--- src/rtl/decode_buffer_if.sv ---
// Shared payload types and the valid/ready handshake interface for the fetch-to-decode path.
package decode_buffer_pkg;

  typedef struct packed {
    logic [1:0]       mask;
    logic [1:0][31:0] pc;
    logic [1:0][31:0] insts;
  } f_d_pkg_t;

  typedef struct packed {
    logic [31:0] pc;
    logic [31:0] inst;
  } decode_entry_t;

endpackage

interface handshake_if;
  import decode_buffer_pkg::*;

  logic     valid;
  logic     ready;
  f_d_pkg_t data;

  modport sender   (output valid, output data, input ready);
  modport receiver (input valid, input data, output ready);
endinterface

--- src/rtl/decode_buffer.sv ---
// Compacting 2-wide instruction queue between fetch and decode (the registered D-stage point).
// Macro DECODE_BUFFER_BYPASS_EN adds a zero-latency path from fetch to decode while empty.
module decode_buffer
  import decode_buffer_pkg::*;
#(
  parameter int unsigned DEPTH = 8
) (
  input  logic                  clk,
  input  logic                  rst,
  input  logic                  flush_i,
  handshake_if.receiver         receiver,
  handshake_if.sender           sender,
  output logic [$clog2(DEPTH):0] occupancy_o
);

  localparam int unsigned AW = $clog2(DEPTH);
  localparam int unsigned CW = AW + 1;

  logic [AW-1:0]  head_q, head_d;
  logic [AW-1:0]  tail_q, tail_d;
  logic [CW-1:0]  count_q, count_d;
  decode_entry_t  mem_q [DEPTH];
  decode_entry_t  mem_d [DEPTH];

  logic [AW-1:0]  head_p1;
  logic [AW-1:0]  tail_p1;
  decode_entry_t  in_e0, in_e1;
  logic [1:0]     in_cnt;
  f_d_pkg_t       buf_pkt;
  f_d_pkg_t       out_pkt;
  logic           out_valid;
  logic           rx_ready;
  logic           push_fire;
  logic           byp_take;
  logic [1:0]     push_cnt;
  logic           pop_fire;
  logic [1:0]     pop_cnt;

  assign head_p1 = head_q + AW'(1);
  assign tail_p1 = tail_q + AW'(1);

  // Ready looks only at the registered count so it never waits on the decoder.
  assign rx_ready       = (count_q <= CW'(DEPTH - 2));
  assign receiver.ready = rx_ready;
  assign occupancy_o    = count_q;

  // Compact the sparse fetch mask into up to two dense entries, oldest first.
  always_comb begin
    in_e0  = '0;
    in_e1  = '0;
    in_cnt = 2'd0;
    unique case (receiver.data.mask)
      2'b01: begin
        in_e0.pc   = receiver.data.pc[0];
        in_e0.inst = receiver.data.insts[0];
        in_cnt     = 2'd1;
      end
      2'b10: begin
        in_e0.pc   = receiver.data.pc[1];
        in_e0.inst = receiver.data.insts[1];
        in_cnt     = 2'd1;
      end
      2'b11: begin
        in_e0.pc   = receiver.data.pc[0];
        in_e0.inst = receiver.data.insts[0];
        in_e1.pc   = receiver.data.pc[1];
        in_e1.inst = receiver.data.insts[1];
        in_cnt     = 2'd2;
      end
      default: begin
        in_cnt = 2'd0;
      end
    endcase
  end

  // Dense packet from storage; slots beyond the current count read as zero.
  always_comb begin
    buf_pkt = '0;
    if (count_q != '0) begin
      buf_pkt.mask[0]  = 1'b1;
      buf_pkt.pc[0]    = mem_q[head_q].pc;
      buf_pkt.insts[0] = mem_q[head_q].inst;
    end
    if (count_q >= CW'(2)) begin
      buf_pkt.mask[1]  = 1'b1;
      buf_pkt.pc[1]    = mem_q[head_p1].pc;
      buf_pkt.insts[1] = mem_q[head_p1].inst;
    end
  end

`ifdef DECODE_BUFFER_BYPASS_EN
  logic     byp_sel;
  logic     byp_valid;
  f_d_pkg_t byp_pkt;

  assign byp_sel   = (count_q == '0) & ~flush_i;
  assign byp_valid = receiver.valid & (in_cnt != 2'd0);
  assign byp_take  = byp_sel & byp_valid & sender.ready;

  // Bypass packet is gated by valid so an idle fetch port still presents zeros.
  always_comb begin
    byp_pkt = '0;
    if (receiver.valid) begin
      byp_pkt.mask     = (in_cnt == 2'd2) ? 2'b11 : ((in_cnt == 2'd1) ? 2'b01 : 2'b00);
      byp_pkt.pc[0]    = in_e0.pc;
      byp_pkt.insts[0] = in_e0.inst;
      byp_pkt.pc[1]    = in_e1.pc;
      byp_pkt.insts[1] = in_e1.inst;
    end
  end

  always_comb begin
    out_valid = (count_q != '0) & ~flush_i;
    out_pkt   = buf_pkt;
    if (byp_sel) begin
      out_valid = byp_valid;
      out_pkt   = byp_pkt;
    end
  end
`else
  assign byp_take  = 1'b0;
  assign out_valid = (count_q != '0) & ~flush_i;
  assign out_pkt   = buf_pkt;
`endif

  assign sender.valid = out_valid;
  assign sender.data  = out_pkt;

  // A bypassed packet is consumed directly and never enters storage.
  assign push_fire = receiver.valid & rx_ready & ~flush_i;
  assign push_cnt  = (push_fire & ~byp_take) ? in_cnt : 2'd0;

  assign pop_fire = out_valid & sender.ready & (count_q != '0);
  assign pop_cnt  = pop_fire ? ((count_q >= CW'(2)) ? 2'd2 : 2'd1) : 2'd0;

  // Flush wins over any same-cycle push or pop.
  always_comb begin
    mem_d   = mem_q;
    head_d  = head_q;
    tail_d  = tail_q;
    count_d = count_q;
    if (flush_i) begin
      head_d  = '0;
      tail_d  = '0;
      count_d = '0;
    end else begin
      if (push_cnt != 2'd0) begin
        mem_d[tail_q] = in_e0;
      end
      if (push_cnt == 2'd2) begin
        mem_d[tail_p1] = in_e1;
      end
      tail_d  = tail_q + AW'(push_cnt);
      head_d  = head_q + AW'(pop_cnt);
      count_d = count_q + CW'(push_cnt) - CW'(pop_cnt);
    end
  end

  always_ff @(posedge clk or posedge rst) begin
    if (rst) begin
      head_q  <= '0;
      tail_q  <= '0;
      count_q <= '0;
    end else begin
      head_q  <= head_d;
      tail_q  <= tail_d;
      count_q <= count_d;
    end
  end

  // Entry contents need no reset; only the pointers define what is live.
  always_ff @(posedge clk) begin
    mem_q <= mem_d;
  end

  a_mask_dense : assert property (@(posedge clk) disable iff (rst)
    sender.valid |-> (sender.data.mask != 2'b10));

  a_count_bound : assert property (@(posedge clk) disable iff (rst)
    count_q <= CW'(DEPTH));

endmodule

--- src/flat_wrapper.sv ---
// flat-port wrapper written by rule: the top's interface ports become plain ports
module decode_buffer_flat import decode_buffer_pkg::*;
#(
  parameter int unsigned DEPTH = 8
)
  (clk, rst, flush_i, occupancy_o, receiver_valid, receiver_data, receiver_ready, sender_valid, sender_data, sender_ready);
  handshake_if receiver_i ();
  handshake_if sender_i ();
  input  logic clk;
  input  logic rst;
  input  logic flush_i;
  output logic [$clog2(DEPTH):0] occupancy_o;
  input wire logic [$bits(receiver_i.valid)-1:0] receiver_valid;
  input wire logic [$bits(receiver_i.data)-1:0] receiver_data;
  output wire logic [$bits(receiver_i.ready)-1:0] receiver_ready;
  output wire logic [$bits(sender_i.valid)-1:0] sender_valid;
  output wire logic [$bits(sender_i.data)-1:0] sender_data;
  input wire logic [$bits(sender_i.ready)-1:0] sender_ready;
  assign receiver_i.valid = receiver_valid;
  assign receiver_i.data = receiver_data;
  assign receiver_ready = receiver_i.ready;
  assign sender_valid = sender_i.valid;
  assign sender_data = sender_i.data;
  assign sender_i.ready = sender_ready;
  decode_buffer #(.DEPTH(DEPTH)) u_core (.clk(clk), .rst(rst), .flush_i(flush_i), .receiver(receiver_i), .sender(sender_i), .occupancy_o(occupancy_o));
endmodule
--- config.mk ---
export PLATFORM = sky130hd
export DESIGN_NAME = decode_buffer_flat
export DESIGN_NICKNAME = d
export VERILOG_FILES = /design/src/rtl/decode_buffer_if.sv /design/src/rtl/decode_buffer.sv /design/src/flat_wrapper.sv
export SDC_FILE = /design/constraint.sdc
export NUM_CORES = 2
export LEC_CHECK = 0
export CAP_MARGIN = 10
export CORE_MARGIN = 10
export CORE_UTILIZATION = 30
export CTS_CLUSTER_DIAMETER = 40
export CTS_CLUSTER_SIZE = 40
export DETAILED_ROUTE_END_ITERATION = 7
export PLACE_DENSITY = 0.53
export SLEW_MARGIN = 20
export SYNTH_ARGS = -nofsm -noshare
export SYNTH_HDL_FRONTEND = slang
export SYNTH_SLANG_ARGS = --single-unit
--- constraint.sdc ---
create_clock -name clk -period 2.8 [get_ports clk]
set_input_delay 0.7 -clock clk [delete_from_list [all_inputs] [get_ports clk]]
set_output_delay 0.7 -clock clk [all_outputs]
set_load 0.05 [all_outputs]
=== Word-level counts from Yosys, hierarchy flattened ===
Index checks and enable logic that the tools add are counted.
W data, S select, Z words.

* Register bits after elaboration: 522
* Bits of input ports: 135
* Output and inout bits: 136
* Word-level logic and storage cells: 83

* $add $sub $neg: 6
* $lt $le $gt $ge: 8
* Equal/unequal tests: 4
* Muxes and demuxes: 30
* Bitwise logic cells: 10
* Reduce and logical (&&, ||, !) cells: 6

{| class="wikitable"
|+ Operator list
! cell !! number
|-
| $mux W512 || 3
|-
| $bwmux W512 || 2
|-
| $mux W64 || 7
|-
| $bmux W64 S3 || 2
|-
| $demux W64 S3 || 2
|-
| $mux W32 || 4
|-
| $pmux W64 S2 || 1
|-
| $ge A4 B4 Y1 const B || 4
|-
| $not A3 Y4 || 4
|-
| $lt A4 B1 Y1 const B || 2
|-
| $add A3 B1 Y3 const B || 2
|-
| $add A3 B2 Y3 || 2
|-
| $eq A2 B2 Y1 const B || 3
|-
| $mux W2 || 3
|-
| $mux W3 || 2
|-
| $and A1 B1 Y1 || 5
|-
| $add A4 B2 Y4 || 1
|-
| $ge A4 B2 Y1 const B || 1
|-
| $le A4 B3 Y1 const B || 1
|-
| $mux W4 || 1
|-
| $pmux W2 S2 || 1
|-
| $reduce_bool A4 Y1 || 1
|-
| $reduce_or A2 Y1 || 2
|-
| $sub A4 B2 Y4 || 1
|-
| 5 further kinds || 7
|}

=== Logic depth before layout (Yosys ltp) ===
* Word-level depth: 10
* Mapped depth: 12

=== Worst setup path before layout ===
OpenSTA, ideal clock, no wires.

* Kind: input port to flip-flop
* From: in flush_i
* To: reg u_core.count_q[2], in the netlist u_core.occupancy_o[2]
* Data arrival time: 13631 ps
* Path slack: -10963 ps
* Stages: 9
* Path through: buf_2 inv_1 and4_2 ha_1 inv_1 ha_1 fa_1 xnor2_1 nor2_1

* Cells in the longest elaborated chain, start to end: 7
* Elaborated cells between the ends (all ways): 10
* Classes of those cells: 2 x add/sub; 3 x mux; 5 x bitwise

{| class="wikitable"
|+ Ends and longest elaborated chain
! what !! RTL line !! source
|-
| start: declaration || flat_wrapper.sv:11 || <nowiki>input logic flush_i;</nowiki>
|-
| parallel branches: the longest is 6 deep, another holds $add A4 B2 Y4 || - ||
|-
| $mux W4 (*) || decode_buffer.sv:142 || <nowiki>if (flush_i) begin</nowiki>
|-
| via u_core.count_d[2] || decode_buffer.sv:21 || <nowiki>logic [CW-1:0] count_q, count_d;</nowiki>
|-
| end signal: assignment || decode_buffer.sv:167 || <nowiki>count_q <= count_d;</nowiki>
|-
| end: declaration || decode_buffer.sv:21 ||
|}

Mark *: on every way through the listed nets, which the timed path passes.
A chain may end at the register's enable or synchronous reset.

=== Worst setup path after layout ===
* From: reg u_core.head_q[0]
* To: out sender_data[54]

* Cells in the longest elaborated chain, start to end: 6

{| class="wikitable"
|+ Ends and longest elaborated chain
! what !! RTL line !! source
|-
| start: declaration || decode_buffer.sv:19 || <nowiki>logic [AW-1:0] head_q, head_d;</nowiki>
|-
| start signal: assignment || decode_buffer.sv:161 || <nowiki>head_q <= '0;</nowiki>
|-
| start signal: assignment || decode_buffer.sv:165 || <nowiki>head_q <= head_d;</nowiki>
|-
| $add A3 B1 Y3 || decode_buffer.sv:39 || <nowiki>assign head_p1 = head_q + AW'(1);</nowiki>
|-
| $not A3 Y4 (implied by the code) || decode_buffer.sv:87 || <nowiki>buf_pkt.insts[1] = mem_q[head_p1].inst;</nowiki>
|-
| $bmux W64 S3 || decode_buffer.sv:87 ||
|-
| $mux W64 (2 in series) || - ||
|-
| $mux W32 || decode_buffer.sv:84 || <nowiki>if (count_q >= CW'(2)) begin</nowiki>
|-
| end: declaration || flat_wrapper.sv:17 || <nowiki>output wire logic [$bits(sender_i.data)-1:0] sender_data;</nowiki>
|}

Every way passes these cells. The select of a mux whose other input is x is not followed.

==> results.cfg <==
[critical_path]
startpoint = u_core.head_q[0]
worst_path_max_delay_cell = mux4_2
cp.arrival_ns = 2.84
crit_family = buffers and inverters
worst-path-buf-inv = 4
cp_common_cell = buf_12
r2r-start = u_core.occupancy_o[2]
critPathKind = register to primary output
cp-start-kind = register
required_ns = 2.10
cp-end-kind = primary output
worst_path_largest_cell_delay_ns = 0.52
path_cells = ha_4 -> buf_12 -> buf_12 -> buf_12 -> mux4_2 -> nand2_2 -> a21oi_2 -> buf_6
cp_max_fo = 7

[clock_tree]
path_clk_slew_ns = 0.05
root_buffer = clkbuf_16
cts_tree = done
clkSinkCount = 522
cts_hold_buf = 0
cts_buffers = 116
clock_latency_ns = 0.69
clk_path_buf_depth = 3
cts_max_level = 3

[global_route]
grt-ovfl-total = 0
grt_max_degree = 169
grt_pass1_wl_mm = 209
antenna_found_initial = 1
track_usage_pct = 20.4
grt_pass1_vias = 29500

[die]
num_rows = 128
dieArea_um2 = 137000
die_w_um = 370
ioPinCount = 271
fp.dieH_um = 370
coreArea_um2 = 122000
start_util_pct = 30.2

[cells_and_area]
finalNetCount = 3387
area_growth_pct = 39.9
final_layout_size_suffix_gt1_share_pct = 37.6

[drt]
vias = 27700
drcViolationCount = 0
wire_per_inst_um = 29.0
dr.first_iter.drc_count = 2404
via_per_inst = 5.59
drtAntennaViolNets = 0
drt_pre_antenna_iters = 5
wirelength_mm = 144

[timing]
final_max_slew_viol_count = 0
hold_ws_ns = 0.340
finalHoldViolCount = 0
finalSetupViolCount = 130
max_freq_mhz = 282
rsz0062_at_grt = yes
tns_ns = -83.88
skew_ns = 0.0236
layout_setup_ws_ns = -0.743
relSlewSlack_pct = 29.1
tightest_slew_ns = 1.06
fin_crit_ns = 3.54
finalCritPeriodShare_pct = 127

[hold_path]
hold_class = primary input to asynchronous set/reset pin

[logic_synthesis]
ys_types = 37
postSynthAreaPerCell_um2 = 13.5
syn_area_um2 = 36700
synth_ff_type = edfxtp_1
synthCells = 2713
synth-edff-count = 512
ys_warn_count = 0
synth_area_leaders = edfxtp_1, mux2i_1, mux4_2
syn-num-nets = 2867
synth_top_area_cell = edfxtp_1
yosysSeqAreaShare_pct = 42.6
ys_ff_latch = 522
synth_top_area_share_pct = 41.9
async_flop_share_pct = 1.92

[status]
status = complete, but fails checks
failed_checks = negative setup slack

[place]
dp_hpwl_mm = 90.2
gp_congestion = 0.812
io_buffers = 270

[pwr]
p_leak_nw = 24.4
powerDensity_nw_per_um2 = 782
max-vdd-ir-drop_mv = 0.657

[run]
cap_violations = 0
cells in the final DEF, fill, tap and decap left out, drive strengths merged, types with 2 or more instances in the layout:
cell / count
inv: 32
o2111ai: 8
a21oi: 130
ha: 15
nor4bb: 2
nor3: 2
nor2b: 8
clkinv: 35
nand2: 265
clkdlybuf4s50: 137
fa: 4
bufinv: 23
bufbuf: 11
edfxtp: 512
buf: 486
clkinvlp: 21
clkbuf: 127
xor2: 3
nor2: 74
and3: 2
a2111oi: 2
mux4: 256
o21ai: 64
mux2i: 1088
dfrtp: 10
xnor2: 5
layout make-up:
type	count	area, um2
repair buffers	637	7920
flip-flops and latches	522	15600
well taps	1625	2030
diodes	1	2.50
inverters	17	72.6
multi-input cells	1939	21500
fillers	11100	70400
clock inverters	94	1220
clock buffers	125	2940
final timing paths:
check	cells after the start	to	slack, ns
min reg2reg	2	u_core.mem_q[356]	0.67
max in group asynchronous	2	u_core.head_q[2]	2.07
max	8	sender_data[54]	-0.74
min	2	u_core.tail_q[0]	0.34
max reg2reg	12	u_core.occupancy_o[3]	0.14
min in group clk	2	u_core.mem_q[356]	0.67
registers in the layout, summed over array words and instances, names as in the netlist:
signal	cells
u_core.occupancy_o	4
u_core.head_q	3
u_core.tail_q	3
u_core.mem_q	512
cells in the mapped netlist (2+ instances only):
cell type / instances
clkbuf_1: 73
mux2i_1: 1088
edfxtp_1: 512
a2111oi_4: 2
ha_1: 15
mux4_2: 256
nand2_1: 257
nor4bb_1: 2
o21ai_0: 64
fa_1: 4
a21oi_1: 130
buf_1: 8
nor3_1: 2
o2111ai_1: 8
buf_2: 87
xnor2_1: 5
inv_1: 17
and3_1: 2
buf_4: 18
buf_6: 48
dfrtp_1: 10
xor2_1: 3
nor2b_1: 8
nor2_1: 74
nand2_4: 8
through the flow:
stage	total power, mW	area, um2	instances	setup slack (ns)	util, %
after floorplan	18.4	37800	2713	-7.60	-
after CTS	40.4	51200	4956	-0.783	42.0
after global placement	23.6	44900	4673	-0.519	36.9
final	40.2	51400	4960	-0.743	42.2
after global routing	41.4	51400	4960	-0.812	42.2
after detailed placement	23.7	44900	4673	-0.504	36.9
per-layer routing:
layer / vias to the layer above / GRT usage, % / share of wire, %
li1: 11800 / - / -
met2: 1193 / 34.7 / 49
met5: - / 0 / 0
met1: 14400 / 26.3 / 41
met3: 273 / 3.53 / 6.4
met4: 0 / 6.45 / 3.0
power by group:
group	internal [mW]	switching, mW	total, mW
logic	6.44	9.31	15.8
clock network	9.75	4.95	14.7
registers	9.29	0.427	9.72
total	25.5	14.7	40.2
timing repair:
item | in CTS | in global routing
gates cloned | 25 | 2
pin swaps | 60 | 24
endpoints found under the hold margin | 0 | 0
buffers inserted | 41 | 8
resized for setup | 251 | 54
setup endpoints to repair | 131 | 131
cells by family (layout without fill, tap and decap cells):
kind of cell	after synthesis	count (layout)	share of synthesized area, %
AND/OR/NAND/NOR	363	363	4.11
flip-flops	522	522	42.6
XOR/XNOR	8	8	0.191
other	0	1	0
adder cells (fa/ha/maj)	19	19	0.729
multiplexers	1344	1344	45.4
buffers and inverters	252	873	4.04
AO/OA/AOI/OAI	205	205	3.01
Note: power is estimated with default switching activity, not from simulation.
